===== src/rtl/rotary_encoder_counter_if.sv =====
`default_nettype none
// ============================================================================
// Module      : rotary_encoder_counter_if
// Description : Register-file side of the rotary encoder front end. It carries
//               the read strobe from the register file and returns the
//               ROTARY_ENCODER byte, the level event flag and the
//               quadrature-error pulse.
//   rotary_encoder_rd_stb : register file -> encoder, one-cycle read-clear
//   rotary_encoder_reg    : encoder -> register file, {sw_latched, count[6:0]}
//   enc_event             : encoder -> interrupt input, level
//   quad_err              : encoder -> register file, one-cycle pulse
// Revision    : 1.0 - initial release
// ============================================================================
interface rotary_encoder_counter_if;
    logic       rotary_encoder_rd_stb;
    logic [7:0] rotary_encoder_reg;
    logic       enc_event;
    logic       quad_err;

    modport master (
        output rotary_encoder_rd_stb,
        input  rotary_encoder_reg,
        input  enc_event,
        input  quad_err
    );

    modport slave (
        input  rotary_encoder_rd_stb,
        output rotary_encoder_reg,
        output enc_event,
        output quad_err
    );
endinterface
`default_nettype wire


===== src/rtl/rotary_encoder_counter.sv =====
`default_nettype none
// ============================================================================
// Module      : rotary_encoder_counter
// Description : Front-panel rotary encoder front end. Synchronises and
//               debounces the A/B quadrature pins (and optionally the push
//               switch), decodes detent clicks into a saturating 7-bit signed
//               count and clears on the register-file read strobe.
// Ports       :
//   clk      in  : system clock, rising edge
//   reset_n  in  : asynchronous active-low reset
//   enc_a    in  : encoder phase A (asynchronous, idle high)
//   enc_b    in  : encoder phase B (asynchronous, idle high)
//   enc_sw   in  : push switch (asynchronous, active low)
//   regif    slave modport of rotary_encoder_counter_if (rd_stb in;
//            rotary_encoder_reg, enc_event, quad_err out)
// Macro       : ROTARY_SWITCH_EN - when defined, the switch path is built and
//               drives bit 7; otherwise enc_sw is ignored and bit 7 reads 0.
// Revision    : 1.0 - initial release
// ============================================================================
module rotary_encoder_counter #(
    parameter int DEBOUNCE_CYCLES  = 2000,
    parameter int DETENT_THRESHOLD = 2
) (
    input  wire logic                      clk,
    input  wire logic                      reset_n,
    input  wire logic                      enc_a,
    input  wire logic                      enc_b,
    input  wire logic                      enc_sw,
    rotary_encoder_counter_if.slave        regif
);

`ifdef ROTARY_SWITCH_EN
    localparam int c_nin = 3;
`else
    localparam int c_nin = 2;
`endif
    localparam int              c_cnt_w   = $clog2(DEBOUNCE_CYCLES + 1);
    localparam logic [c_cnt_w-1:0] c_deb_max = c_cnt_w'(DEBOUNCE_CYCLES);
    // Accumulator is 4 bits wide so that the +/-4 saturation points are
    // representable.
    localparam logic signed [3:0] c_sub_max = 4'sd4;
    localparam logic signed [3:0] c_sub_min = -4'sd4;
    localparam logic signed [3:0] c_th_pos  = 4'(DETENT_THRESHOLD);
    localparam logic signed [3:0] c_th_neg  = -c_th_pos;
    localparam logic [6:0]        c_cnt_max = 7'h3F;  // +63
    localparam logic [6:0]        c_cnt_min = 7'h40;  // -64

    logic [c_nin-1:0] w_raw;
    logic [c_nin-1:0] w_stable;

`ifdef ROTARY_SWITCH_EN
    assign w_raw = {enc_sw, enc_b, enc_a};
`else
    logic w_unused_sw;
    assign w_unused_sw = enc_sw;
    assign w_raw       = {enc_b, enc_a};
`endif

    // ------------------------------------------------------------------
    // 2-FF synchroniser + debouncer per input. Everything idles high so
    // the decoder starts from the detent position after reset.
    // ------------------------------------------------------------------
    for (genvar gi = 0; gi < c_nin; gi++) begin : g_deb
        logic               r_s1;
        logic               r_s2;
        logic               r_stable;
        logic [c_cnt_w-1:0] r_cnt;

        always_ff @(posedge clk or negedge reset_n) begin
            if (!reset_n) begin
                r_s1     <= 1'b1;
                r_s2     <= 1'b1;
                r_stable <= 1'b1;
                r_cnt    <= '0;
            end else begin
                r_s1 <= w_raw[gi];
                r_s2 <= r_s1;
                if (r_s2 == r_stable) begin
                    r_cnt <= '0;
                end else if (r_cnt == c_deb_max) begin
                    r_stable <= r_s2;
                    r_cnt    <= '0;
                end else begin
                    r_cnt <= r_cnt + 1'b1;
                end
            end
        end

        assign w_stable[gi] = r_stable;
    end

    // ------------------------------------------------------------------
    // Quadrature decode. Gray position along the forward sequence
    // 11->01->00->10 is 0..3; the modulo-4 difference gives the direction
    // (1 forward, 3 reverse, 2 illegal double change).
    // ------------------------------------------------------------------
    function automatic logic [1:0] f_pos(input logic [1:0] ab);
        return {~ab[0], ab[1] ^ ab[0]};
    endfunction

    logic [1:0]        w_ab;
    logic [1:0]        w_step;
    logic [1:0]        r_ab_q;
    logic signed [3:0] r_sub;
    logic signed [3:0] w_sub_nxt;
    logic              w_inc;
    logic              w_dec;
    logic              w_err;
    logic              r_inc;
    logic              r_dec;
    logic              r_quad_err;

    assign w_ab   = {w_stable[0], w_stable[1]};
    assign w_step = f_pos(w_ab) - f_pos(r_ab_q);

    always_comb begin
        w_sub_nxt = r_sub;
        w_inc     = 1'b0;
        w_dec     = 1'b0;
        w_err     = 1'b0;
        case (w_step)
            2'd1:    if (r_sub != c_sub_max) w_sub_nxt = r_sub + 4'sd1;
            2'd3:    if (r_sub != c_sub_min) w_sub_nxt = r_sub - 4'sd1;
            2'd2:    w_err = 1'b1;
            default: ;
        endcase
        // Arrival at the detent resolves the accumulated quarter steps,
        // including the step that arrived. Partial turns that back out
        // net to zero and are dropped here.
        if (w_ab == 2'b11 && r_ab_q != 2'b11) begin
            if (w_sub_nxt >= c_th_pos) begin
                w_inc = 1'b1;
            end else if (w_sub_nxt <= c_th_neg) begin
                w_dec = 1'b1;
            end
            w_sub_nxt = 4'sd0;
        end
    end

    always_ff @(posedge clk or negedge reset_n) begin
        if (!reset_n) begin
            r_ab_q     <= 2'b11;
            r_sub      <= 4'sd0;
            r_inc      <= 1'b0;
            r_dec      <= 1'b0;
            r_quad_err <= 1'b0;
        end else begin
            r_ab_q     <= w_ab;
            r_sub      <= w_sub_nxt;
            r_inc      <= w_inc;
            r_dec      <= w_dec;
            r_quad_err <= w_err;
        end
    end

    // ------------------------------------------------------------------
    // Count, switch latch and event flag.
    // ------------------------------------------------------------------
    logic [6:0] r_count;
    logic [6:0] w_cnt_nxt;
    logic       w_sw_nxt;
    logic       w_sw_bit;
    logic       r_event;

    always_comb begin
        w_cnt_nxt = r_count;
        if (regif.rotary_encoder_rd_stb) begin
            // A click landing with the read strobe survives as +/-1.
            if (r_inc) begin
                w_cnt_nxt = 7'h01;
            end else if (r_dec) begin
                w_cnt_nxt = 7'h7F;
            end else begin
                w_cnt_nxt = 7'h00;
            end
        end else if (r_inc && r_count != c_cnt_max) begin
            w_cnt_nxt = r_count + 7'd1;
        end else if (r_dec && r_count != c_cnt_min) begin
            w_cnt_nxt = r_count - 7'd1;
        end
    end

`ifdef ROTARY_SWITCH_EN
    logic r_sw_q;
    logic r_sw_latched;
    logic w_sw_fall;

    assign w_sw_fall = r_sw_q & ~w_stable[2];

    // A press coinciding with the read strobe wins.
    always_comb begin
        w_sw_nxt = r_sw_latched;
        if (w_sw_fall) begin
            w_sw_nxt = 1'b1;
        end else if (regif.rotary_encoder_rd_stb) begin
            w_sw_nxt = 1'b0;
        end
    end

    always_ff @(posedge clk or negedge reset_n) begin
        if (!reset_n) begin
            r_sw_q       <= 1'b1;
            r_sw_latched <= 1'b0;
        end else begin
            r_sw_q       <= w_stable[2];
            r_sw_latched <= w_sw_nxt;
        end
    end

    assign w_sw_bit = r_sw_latched;
`else
    assign w_sw_nxt = 1'b0;
    assign w_sw_bit = 1'b0;
`endif

    always_ff @(posedge clk or negedge reset_n) begin
        if (!reset_n) begin
            r_count <= 7'h00;
            r_event <= 1'b0;
        end else begin
            r_count <= w_cnt_nxt;
            r_event <= (w_cnt_nxt != 7'h00) | w_sw_nxt;
        end
    end

    assign regif.rotary_encoder_reg = {w_sw_bit, r_count};
    assign regif.enc_event          = r_event;
    assign regif.quad_err           = r_quad_err;

endmodule
`default_nettype wire

===== src/flat_wrapper.sv =====
// flat-port wrapper written by rule: the top's interface ports become plain ports
module rotary_encoder_counter_flat 
#(
    parameter int DEBOUNCE_CYCLES  = 2000,
    parameter int DETENT_THRESHOLD = 2
)
  (clk, reset_n, enc_a, enc_b, enc_sw, regif_rotary_encoder_rd_stb, regif_rotary_encoder_reg, regif_enc_event, regif_quad_err);
  rotary_encoder_counter_if regif_i ();
  input  wire logic clk;
  input  wire logic reset_n;
  input  wire logic enc_a;
  input  wire logic enc_b;
  input  wire logic enc_sw;
  input wire logic [$bits(regif_i.rotary_encoder_rd_stb)-1:0] regif_rotary_encoder_rd_stb;
  output wire logic [$bits(regif_i.rotary_encoder_reg)-1:0] regif_rotary_encoder_reg;
  output wire logic [$bits(regif_i.enc_event)-1:0] regif_enc_event;
  output wire logic [$bits(regif_i.quad_err)-1:0] regif_quad_err;
  assign regif_i.rotary_encoder_rd_stb = regif_rotary_encoder_rd_stb;
  assign regif_rotary_encoder_reg = regif_i.rotary_encoder_reg;
  assign regif_enc_event = regif_i.enc_event;
  assign regif_quad_err = regif_i.quad_err;
  rotary_encoder_counter #(.DEBOUNCE_CYCLES(DEBOUNCE_CYCLES), .DETENT_THRESHOLD(DETENT_THRESHOLD)) u_core (.clk(clk), .reset_n(reset_n), .enc_a(enc_a), .enc_b(enc_b), .enc_sw(enc_sw), .regif(regif_i));
endmodule

===== config.mk =====
export PLATFORM = sky130hd
export DESIGN_NAME = rotary_encoder_counter_flat
export DESIGN_NICKNAME = d
export VERILOG_FILES = /design/src/rtl/rotary_encoder_counter_if.sv /design/src/rtl/rotary_encoder_counter.sv /design/src/flat_wrapper.sv
export SDC_FILE = /design/constraint.sdc
export NUM_CORES = 1
export LEC_CHECK = 0
export CORE_ASPECT_RATIO = 0.9
export CORE_UTILIZATION = 55
export CTS_BUF_LIST = sky130_fd_sc_hd__clkbuf_4
export DETAILED_ROUTE_END_ITERATION = 8
export PLACE_DENSITY = 0.81
export SYNTH_ARGS = -nofsm -noshare
export SYNTH_HDL_FRONTEND = slang
export SYNTH_SLANG_ARGS = --single-unit

===== constraint.sdc =====
create_clock -name clk -period 3.9 [get_ports clk]
set_clock_uncertainty 0.2 [all_clocks]
set_input_delay 0.975 -clock clk [delete_from_list [all_inputs] [get_ports clk]]
set_output_delay 0.975 -clock clk [all_outputs]
set_load 0.1 [all_outputs]

### Word level (Yosys, flattened, before mapping)

Index checks and enable logic that the tools add are counted.

| word-level totals | value |
|---|---|
| output and inout port bits | 10 |
| register bits after elaboration | 45 |
| input bits | 6 |

| cells by class | value |
|---|---|
| $add $sub $neg | 7 |
| reductions and logical operators | 6 |
| mux-type cells | 19 |
| bitwise operators | 6 |
| equal/unequal tests | 13 |
| $lt $le $gt $ge | 2 |

Operators with widths:

| kind | number |
|---|---|
| $mux W11 | 4 |
| $mux W7 | 5 |
| $add A11 B1 Y11 const B | 2 |
| $eq A11 B11 Y1 const B | 2 |
| $mux W4 | 3 |
| $pmux W4 S2 | 1 |
| $add A7 B1 Y7 const B | 1 |
| $ne A7 B6 Y1 const B | 1 |
| $ne A7 B7 Y1 const B | 1 |
| $reduce_bool A7 Y1 | 1 |
| $sub A7 B1 Y7 const B | 1 |
| $eq A2 B2 Y1 const B | 3 |
| $mux W1 | 6 |
| $add A4 B2 Y4 const B | 1 |
| $ge A4 B3 Y1 const B | 1 |
| $le A4 B2 Y1 const B | 1 |
| $ne A4 B3 Y1 const B | 1 |
| $ne A4 B4 Y1 const B | 1 |
| $not A1 Y1 | 4 |
| $reduce_and A2 Y1 | 2 |
| $sub A4 B2 Y4 const B | 1 |
| $logic_and A1 B1 Y1 | 3 |
| $eq A1 B1 Y1 | 2 |
| $eq A2 B1 Y1 const B | 1 |
| other kinds (3) | 4 |

### Longest topological paths before layout

Gate-level depths: netlist of the first run.

| depth | value |
|---|---|
| depth in word-level cells | 8 |
| gate-level depth with buffers | 10 |
| depth with buffers taken out | 9 |

### Worst setup path after synthesis of the first run

No wires, ideal clock.

| timing path | value |
|---|---|
| path type | register -> register |
| start | register u_core.r_count[0] |
| end | register u_core.r_event (netlist: u_core.regif.enc_event) |
| required time | 3.566 ns |
| path buffers | 0 |
| data arrival time | 2.291 ns |
| path slack | 1.275 ns |
| period minus slack after synthesis | 2.625 ns |
| cell stages (with the launch flop) | 8 |
| setup time | 0.134 ns |
| path through | dfrtp_1 -> inv_1 -> ha_1 -> and3b_1 -> a311o_1 -> a31oi_1 -> and4_1 -> a31oi_1 |

| between the ends | value |
|---|---|
| longest elaborated chain between the ends | 6 |
| elaborated cells between the ends (all ways) | 10 |
| classes of those cells | 2 x add/sub; 2 x eq/ne; 3 x mux; 3 x reduce/logical |

Ends and longest elaborated chain:

| element | line | RTL |
|---|---|---|
| from (decl) | rotary_encoder_counter.sv:159 | `logic [6:0] r_count;` |
| from (signal assigned) | rotary_encoder_counter.sv:221 | `r_count <= w_cnt_nxt;` |
| branches (longest 3 deep; another with $sub A7 B1 Y7) | n/a |  |
| $mux W7 * | rotary_encoder_counter.sv:176 | `end else if (r_inc && r_count != c_cnt_max) begin` |
| $mux W7 * | rotary_encoder_counter.sv:167 | `if (regif.rotary_encoder_rd_stb) begin` |
| $reduce_bool A7 Y1 * | rotary_encoder_counter.sv:222 | `r_event <= (w_cnt_nxt != 7'h00) \| w_sw_nxt;` |
| to (signal assigned) | rotary_encoder_counter.sv:222 |  |
| to (decl) | rotary_encoder_counter.sv:163 | `logic r_event;` |

Every way passes the cells marked *.
A chain may end at the register's enable or synchronous reset.

### Worst setup path in the final report of the first run

| timing path | value |
|---|---|
| start | register u_core.r_event (netlist: u_core.regif.enc_event) |
| end | output port regif_enc_event |

RTL lines:

| element | line | RTL |
|---|---|---|
| to (decl) | flat_wrapper.sv:16 | `output wire logic [$bits(regif_i.enc_event)-1:0] regif_enc_event;` |

No word-level cell between the ends.

==> summary.txt, run 1 <==
Place
  – Post-DP HPWL: 2.82 mm
  – I/O Buffers: 13
  – Dpl ws: between 1 and 1.5 ns
  – Placed cell count: ~310
  – RD Place Congestion: 0.807

Logic synthesis
  – Synth top area cells: dfrtp_1 (38%), dfstp_2 (8.6%), ha_1 (6.1%), nor2_1 (4.9%), xnor2_1 (4.3%)
  – Synth Net Count: 265
  – Post-synth top flop: dfrtp_1
  – Synth Warn #: 0
  – Number of synthesized flops with an enable pin: 0
  – Synthesized area per cell: between 9 and 10 sq um
  – Post-synth top area share: roughly 38%
  – Post-synthesis sequential element count: 45
  – Synthesized area: 2460 sq um
  – Post-synthesis sequential area ratio: 46.3%
  – Cells after synthesis: 247
  – Ys async rst share: between 90% and 100%
  – Unique masters post-synth: 54
  – Area leader, netlist: dfrtp_1

Layout
  – Non-Filler Instances: 320
  – Most common cell after layout, fill and taps aside: dfrtp_1
  – Most frequent cells in the layout: dfrtp_1 (37), nor2_1 (32), inv_1 (17)
  – NumNets Final: around 280
  – Number of fill cells: roughly 350
  – Core Util, Final: 64.1%
  – N_diodes: 0
  – Synth-to-Final Area Change: 9.22%
  – Share of layout cells above drive strength 1: 12.7%

Global route
  – Number of global-route vias before repair: 1,639
  – First-pass GRT wire length: 7.09 mm
  – Grt total ovfl: 0
  – Initial antenna violation count: 0
  – Largest net degree at the start of global routing: 46
  – All-layer global routing usage: 19.3%

Die
  – Die area: 4740 sq um
  – Die width: 72.4 microns
  – I/O pin total: 16
  – Starting Density: 58.7%
  – Row count: 22
  – Die extent in y: between 60 and 70 microns
  – Core Box Area: between 4000 and 5000 sq um

Worst setup path
  – Worst r2r dst: u_core.r_dec
  – R2R depth: 9
  – Worst Setup SP: u_core.regif.enc_event
  – Worst R2R Setup Slack: 1.22 ns
  – Setup CP Type: reg2out
  – CP startpoint kind: register
  – Slowest CP cell: clkdlybuf4s50_1
  – Critical Path Sink Type: primary output
  – Req. time, crit path: between 2 and 3 ns
  – CP bufs+invs: 1
  – Cell-by-cell trace of the critical path: clkdlybuf4s50_1
  – WP depth: 1
  – WP data arrival: 1.84 ns
  – Crit path capture: regif_enc_event
  – CP max stage delay: 1.12 ns
  – Critical Path Fanout Max: 1
  – Worst r2r src: u_core.g_deb[1].r_stable
  – Worst path top cell family by delay: buffers and inverters

STA
  – Worst slew pin tran: between 0.9 and 1 ns
  – Final setup fails: 0
  – Unrepaired setup endpoints after global routing: false
  – Count of final hold-check violations: 0
  – Final min period: 3.02 ns
  – Final critical-path share of the clock period: 77.3%
  – Max Freq: 0.332 GHz
  – Setup TNS: 0 ns
  – Slew headroom: 35.8%
  – Slew Limit Fails: 0
  – Worst setup margin: 0.885 ns

Route
  – Vias after detailed routing: 1,770
  – Drt initial violations: 87
  – Post-route ant nets: 0
  – Drt drc: 0
  – Routed WL per cell: 12.3 microns
  – WL final: 3.95 mm
  – DRT Pass-1 Iters: 4
  – Via density: 5.53

Pwr
  – Leak: 1.20 nW
  – IR drop worst, VDD: 0.259 mV
  – Power Density: roughly 300 nW/um^2

Clock network
  – CTS root buf: clkbuf_4
  – # resized after CTS: 0
  – Clock Path Buffers: 2
  – CTS tree: done
  – Worst-skew pair later-pin latency: 0.37 ns
  – CTS sink cnt: 45
  – CTS hold repair buffers: 0
  – Total CTS buffers: 5
  – Post-CTS Setup Repair Bufs: 0
  – H-tree levels: 2
  – Reg clk slew, reported paths: between 0.1 and 0.15 ns

Worst hold path
  – Hold WC Path Type: reg2reg

Flow run
  – Max Cap Viol: 0

Outcome
  – Status: complete, no violations
through the flow:
stage               hold slack (ns)  total power (W)  cell area, sq um
floorplan                     0.145         0.000510              2460
finish                        0.165         0.000814              2680
global placement              0.147         0.000525              2600
detailed placement            0.148         0.000526              2600
CTS                           0.166         0.000827              2680
global route                  0.174         0.000854              2680
area by class of cell:
type | instances | area [sq um] | area share [%]
Multi-Input combinational cell | 176 | 1210 | 45.1
Sequential cell | 45 | 1140 | 42.4
Timing Repair Buffer | 14 | 115 | 4.29
Tap cell | 60 | 75.1 | 2.80
Inverter | 17 | 63.8 | 2.38
Clock buffer | 6 | 45.0 | 1.68
Clock inverter | 2 | 38.8 | 1.45
sequential cells by signal, summed over array words and instances, names as in the netlist, 2 cells and up:
signal and flops:
u_core.r_ab_q 2, u_core.g_deb.r_stable 2, u_core.g_deb.r_s1 2, u_core.g_deb.r_s2 2, u_core.r_sub 4, u_core.r_count 7, u_core.g_deb.r_cnt 22
routing by layer:
metal,GRT usage [%],vias to the layer above,routed length (microns)
met3,6.13,6,146
li1,-,872,-
met2,31.8,26,1860
met4,5.39,0,38
met1,24.4,866,1910
met5,0,-,0
how the worst min path moves through the flow:
stage	slack (ns)	startpoint	to	cells past startpoint
global placement	0.15	u_core.g_deb[0].r_s1	u_core.g_deb[0].r_s2	0
global route	0.17	u_core.g_deb[0].r_s1	u_core.g_deb[0].r_s2	0
finish	0.16	u_core.g_deb[0].r_s1	u_core.g_deb[0].r_s2	0
floorplan	0.15	u_core.g_deb[0].r_s1	u_core.g_deb[0].r_s2	0
CTS	0.17	u_core.g_deb[0].r_s1	u_core.g_deb[0].r_s2	0
detailed placement	0.15	u_core.g_deb[0].r_s1	u_core.g_deb[0].r_s2	0
cells by family (layout without fill, tap and decap cells):
kind of cell / after synthesis / count (layout) / synth area share [%]
buf+inv: 26 / 39 / 4.53
simple gates: 98 / 98 / 20.8
flops: 45 / 45 / 46.3
xor+xnor: 25 / 25 / 9.78
fa+ha+maj: 12 / 12 / 6.11
compound gates: 37 / 37 / 11.0
other cells: 1 / 1 / 0.153
mux: 3 / 3 / 1.32
Yosys cell counts (2+ instances only):
master and instances:
and2_1 2, and3_1 10, nand2b_1 4, xor2_1 11
xnor2_1 12, nor4b_1 2, mux2_2 2, ha_1 12
nand2_1 14, clkbuf_1 5, nand4_1 3, dfrtp_1 37
nor2b_1 5, dfstp_2 8, nand3_1 16, o221ai_1 2
o21ai_0 10, a31oi_1 4, nor2_1 32, o22ai_1 2
a21oi_1 4, a21o_1 2, inv_1 17
report_power, final:
group	total, W	internal [W]	switching, W	leakage (nW)
clock network	0.000297	0.000144	0.000154	0.0459
registers	0.000483	0.000476	0.00000692	0.595
logic	0.0000340	0.0000106	0.0000234	0.560
total	0.000814	0.000630	0.000184	1.20
No activity file was read; power rests on OpenSTA's default activity.
==> inputs of run 2 (changes only) <==
--- a/config.mk
+++ b/config.mk
@@ -9,7 +9,7 @@
 export CORE_UTILIZATION = 55
 export CTS_BUF_LIST = sky130_fd_sc_hd__clkbuf_4
 export DETAILED_ROUTE_END_ITERATION = 8
-export PLACE_DENSITY = 0.81
+export PLACE_DENSITY = 0.84
 export SYNTH_ARGS = -nofsm -noshare
 export SYNTH_HDL_FRONTEND = slang
 export SYNTH_SLANG_ARGS = --single-unit
==> constraint.sdc (replaced) <==
create_clock -name clk -period 2.5 [get_ports clk]
set_clock_uncertainty 0.2 [all_clocks]
set_input_delay 0.625 -clock clk [delete_from_list [all_inputs] [get_ports clk]]
set_output_delay 0.625 -clock clk [all_outputs]
set_load 0.1 [all_outputs]
==> run 2 against run 1 <==
Against the previous run:
- cell count up 2.8%
- first-iteration DRC count up 67%
- die area unchanged
- combinational power up 78%
- count of clock-buffer cells in the layout unchanged
- largest cell class unchanged
- highest routed layer unchanged
==> summary.txt, run 2 (synthesis gave the netlist of run 1 again) <==
STA
  – Worst hold slack: 0.167 ns (was 0.165 ns)
  – Final min period: 2.50 ns
  – Final critical-path share of the clock period: between 90 and 100%
  – Final setup fails: 0 (unchanged)
  – Slew Limit Fails: 0 (unchanged)
  – Max Freq: 0.400 GHz
  – Unrepaired setup endpoints after global routing: true (was false)
  – Count of final hold-check violations: 0 (unchanged)

Worst setup path
  – Worst path most repeated cell: a21oi_2
  – Slowest CP cell: dfstp_2 (was clkdlybuf4s50_1)
  – Req. time, crit path: 2.60 ns (was 2.72 ns)
  – WP data arrival: 2.60 ns (was 1.84 ns)
  – Cell-by-cell trace of the critical path: ha_4, inv_2, ha_1, xnor3_2, or4_4, o21ai_2, a21oi_2, a21oi_2, o311a_1 (was clkdlybuf4s50_1)
  – CP max stage delay: 0.58 ns (was 1.12 ns)
  – Setup CP Type: reg2reg (was reg2out)
  – CP startpoint kind: register (unchanged)
  – Critical Path Sink Type: register (was primary output)
  – R2R depth: 9 (unchanged)
  – Critical Path Fanout Max: 4 (was 1)

Die
  – Core Box Area: 4180 sq um (unchanged)
  – Die width: 72.4 microns (unchanged)
  – Die area: 4740 sq um (unchanged)
  – Starting Density: 58.7% (unchanged)
  – Die extent in y: 65.4 microns (unchanged)
  – I/O pin total: 16 (unchanged)
  – Row count: 22 (unchanged)

Clock network
  – Total CTS buffers: 5 (unchanged)
  – H-tree levels: 2 (unchanged)
  – Reg clk slew, reported paths: 0.14 ns (about the same)
  – Worst-skew pair later-pin latency: 0.37 ns (about the same)
  – CTS root buf: clkbuf_4 (unchanged)
  – Clock Path Buffers: 2 (unchanged)
  – CTS tree: done (unchanged)
  – CTS sink cnt: 45 (unchanged)

Global route
  – Met2 Usage GRT: 34.2% (was 31.8%)
  – Gr busiest metal: met2 (unchanged)
  – Grt met1 use: 26.7% (was 24.4%)
  – GR Layer Usage met3: 4.14% (was 6.13%)
  – Grt total ovfl: 0 (unchanged)
  – All-layer global routing usage: 20.5% (was 19.3%)
  – Largest net degree at the start of global routing: 29 (was 46)
  – Initial antenna violation count: 0 (unchanged)
  – First-pass GRT wire length: 7.61 mm (was 7.09 mm)
  – Number of global-route vias before repair: 1,784 (was 1,639)

Place
  – Placed cell count: 320 (was 312)
  – Post-DP HPWL: 3.04 mm (was 2.82 mm)
  – I/O Buffers: 13 (unchanged)
  – RD Place Congestion: 0.799 (was 0.807)

Layout
  – Synth-to-Final Area Change: 14.2% (was 9.22%)
  – Regs by FF count: u_core.g_deb.r_cnt: 22 flops, u_core.r_count: 7 flops, u_core.r_sub: 4 flops (unchanged)
  – Non-Filler Instances: 329 (was 320)
  – Core Util, Final: 67.0% (was 64.1%)
  – Largest Register: u_core.g_deb.r_cnt (unchanged)
  – Max reg flops: 22 (unchanged)
  – N_diodes: 0 (unchanged)
  – Most frequent cells in the layout: nor2_1 (32), dfrtp_1 (32), nand3_1 (16), inv_1 (16), buf_4 (16) (was dfrtp_1 (37), nor2_1 (32), inv_1 (17))
  – NumNets Final: 286 (was 277)
  – Number of fill cells: 326 (was 348)
  – Share of layout cells above drive strength 1: 20.8% (was 12.7%)

Route
  – Via density: 5.57 (was 5.53)
  – Routed WL per cell: 13.3 microns (was 12.3 microns)
  – Post-route ant nets: 0 (unchanged)
  – WL final: 4.37 mm (was 3.95 mm)
  – Vias after detailed routing: 1,834 (was 1,770)
  – Drt drc: 0 (unchanged)
  – DRT Pass-1 Iters: 4 (unchanged)
  – Drt initial violations: 145 (was 87)

Worst hold path
  – Hold WC Path Type: reg2reg (unchanged)
  – Worst Hold Path Cells: 0 (unchanged)

Pwr
  – Power Density: 456 nW/um^2 (was 303 nW/um^2)
  – IR drop worst, VDD: 0.438 mV (was 0.259 mV)
  – Leak: 1.25 nW (was 1.20 nW)

Outcome
  – Status: complete, no violations (unchanged)

Flow run
  – Max Cap Viol: 0 (unchanged)
==> run 2: cell types whose count changed in the layout (fill, tap and decap cells not counted), sizes merged <==
| cell | delta |
|---|---|
| clkdlybuf4s50 | -2 |
| dlygate4sd3 | +1 |
| buf | +10 |
==> run 2: path summary, 6_finish.rpt <==
kind	startpoint	slack (ns)	end
worst max-delay path	u_core.g_deb[1].r_stable	0.003	u_core.r_dec
worst min-delay path	u_core.g_deb[0].r_s1	0.17	u_core.g_deb[0].r_s2
worst max register to register	u_core.g_deb[1].r_stable	0.003	u_core.r_dec
worst min register to register	u_core.g_deb[0].r_s1	0.17	u_core.g_deb[0].r_s2
max in group asynchronous	reset_n	1.03	u_core.g_deb[0].r_s1
min in group asynchronous	reset_n	0.50	u_core.g_deb[1].r_cnt[7]
==> run 2: worst max-delay path, delay by kind of cell, from the launching register on <==
kind / cells / cell delay [ns]
adder cells (fa/ha/maj): 2 / 0.34
AO/OA/AOI/OAI: 4 / 0.53
buffers and inverters: 1 / 0.04
XOR/XNOR: 1 / 0.29
flip-flops: 1 / 0.58
AND/OR/NAND/NOR: 1 / 0.46
==> run 2: per-layer routing <==
layer	part of all wire (%)	vias to the layer above
met5	0	-
met4	1.6	0
met3	3.8	9
met2	47	42
met1	48	894
li1	-	889
==> run 2: area by class of cell <==
type,count,area (sq um),share of cell area (%)
Inverter,17,63.8,2.28
Clock buffer,6,45.0,1.61
Tap cell,60,75.1,2.68
Multi-Input combinational cell,176,1240,44.3
Timing Repair Buffer,23,196,7.01
Clock inverter,2,38.8,1.38
Sequential cell,45,1140,40.7
==> run 2: timing repair <==
action                                  in CTS  in global routing
hold buffers                                 1                  0
endpoints found under the setup margin       1                  3
gates resized for setup                      1                  9
setup buffers                                0                  0
endpoints found under the hold margin       16                  0
pin swaps                                    0                  1
==> run 2: per-stage QoR <==
stage	setup slack, ns	setup TNS, ns	area [sq um]	power (W)
2_1_floorplan	0.0372	0	2460	0.000795
3_3_place_gp	0.0530	0	2670	0.000824
3_5_place_dp	0.0175	0	2670	0.000827
4_1_cts	0.0110	0	2770	0.00129
5_1_grt	-0.105	-0.188	2800	0.00133
6_report	0.00300	0	2800	0.00128
==> run 2: report_power, final <==
part           switching, W  leakage (nW)  internal [W]   total, W
Sequential        0.0000111         0.587      0.000742   0.000753
Combinational     0.0000386         0.615     0.0000219  0.0000605
Clock              0.000241        0.0459      0.000224   0.000464
==> inputs of run 3 (changes only) <==
--- a/config.mk
+++ b/config.mk
@@ -5,6 +5,7 @@
 export SDC_FILE = /design/constraint.sdc
 export NUM_CORES = 1
 export LEC_CHECK = 0
+export CAP_MARGIN = 20
 export CORE_ASPECT_RATIO = 0.9
 export CORE_UTILIZATION = 55
 export CTS_BUF_LIST = sky130_fd_sc_hd__clkbuf_4
==> results of run 3 <==
Final layout, timing and power as in run 2 (identical DEF).
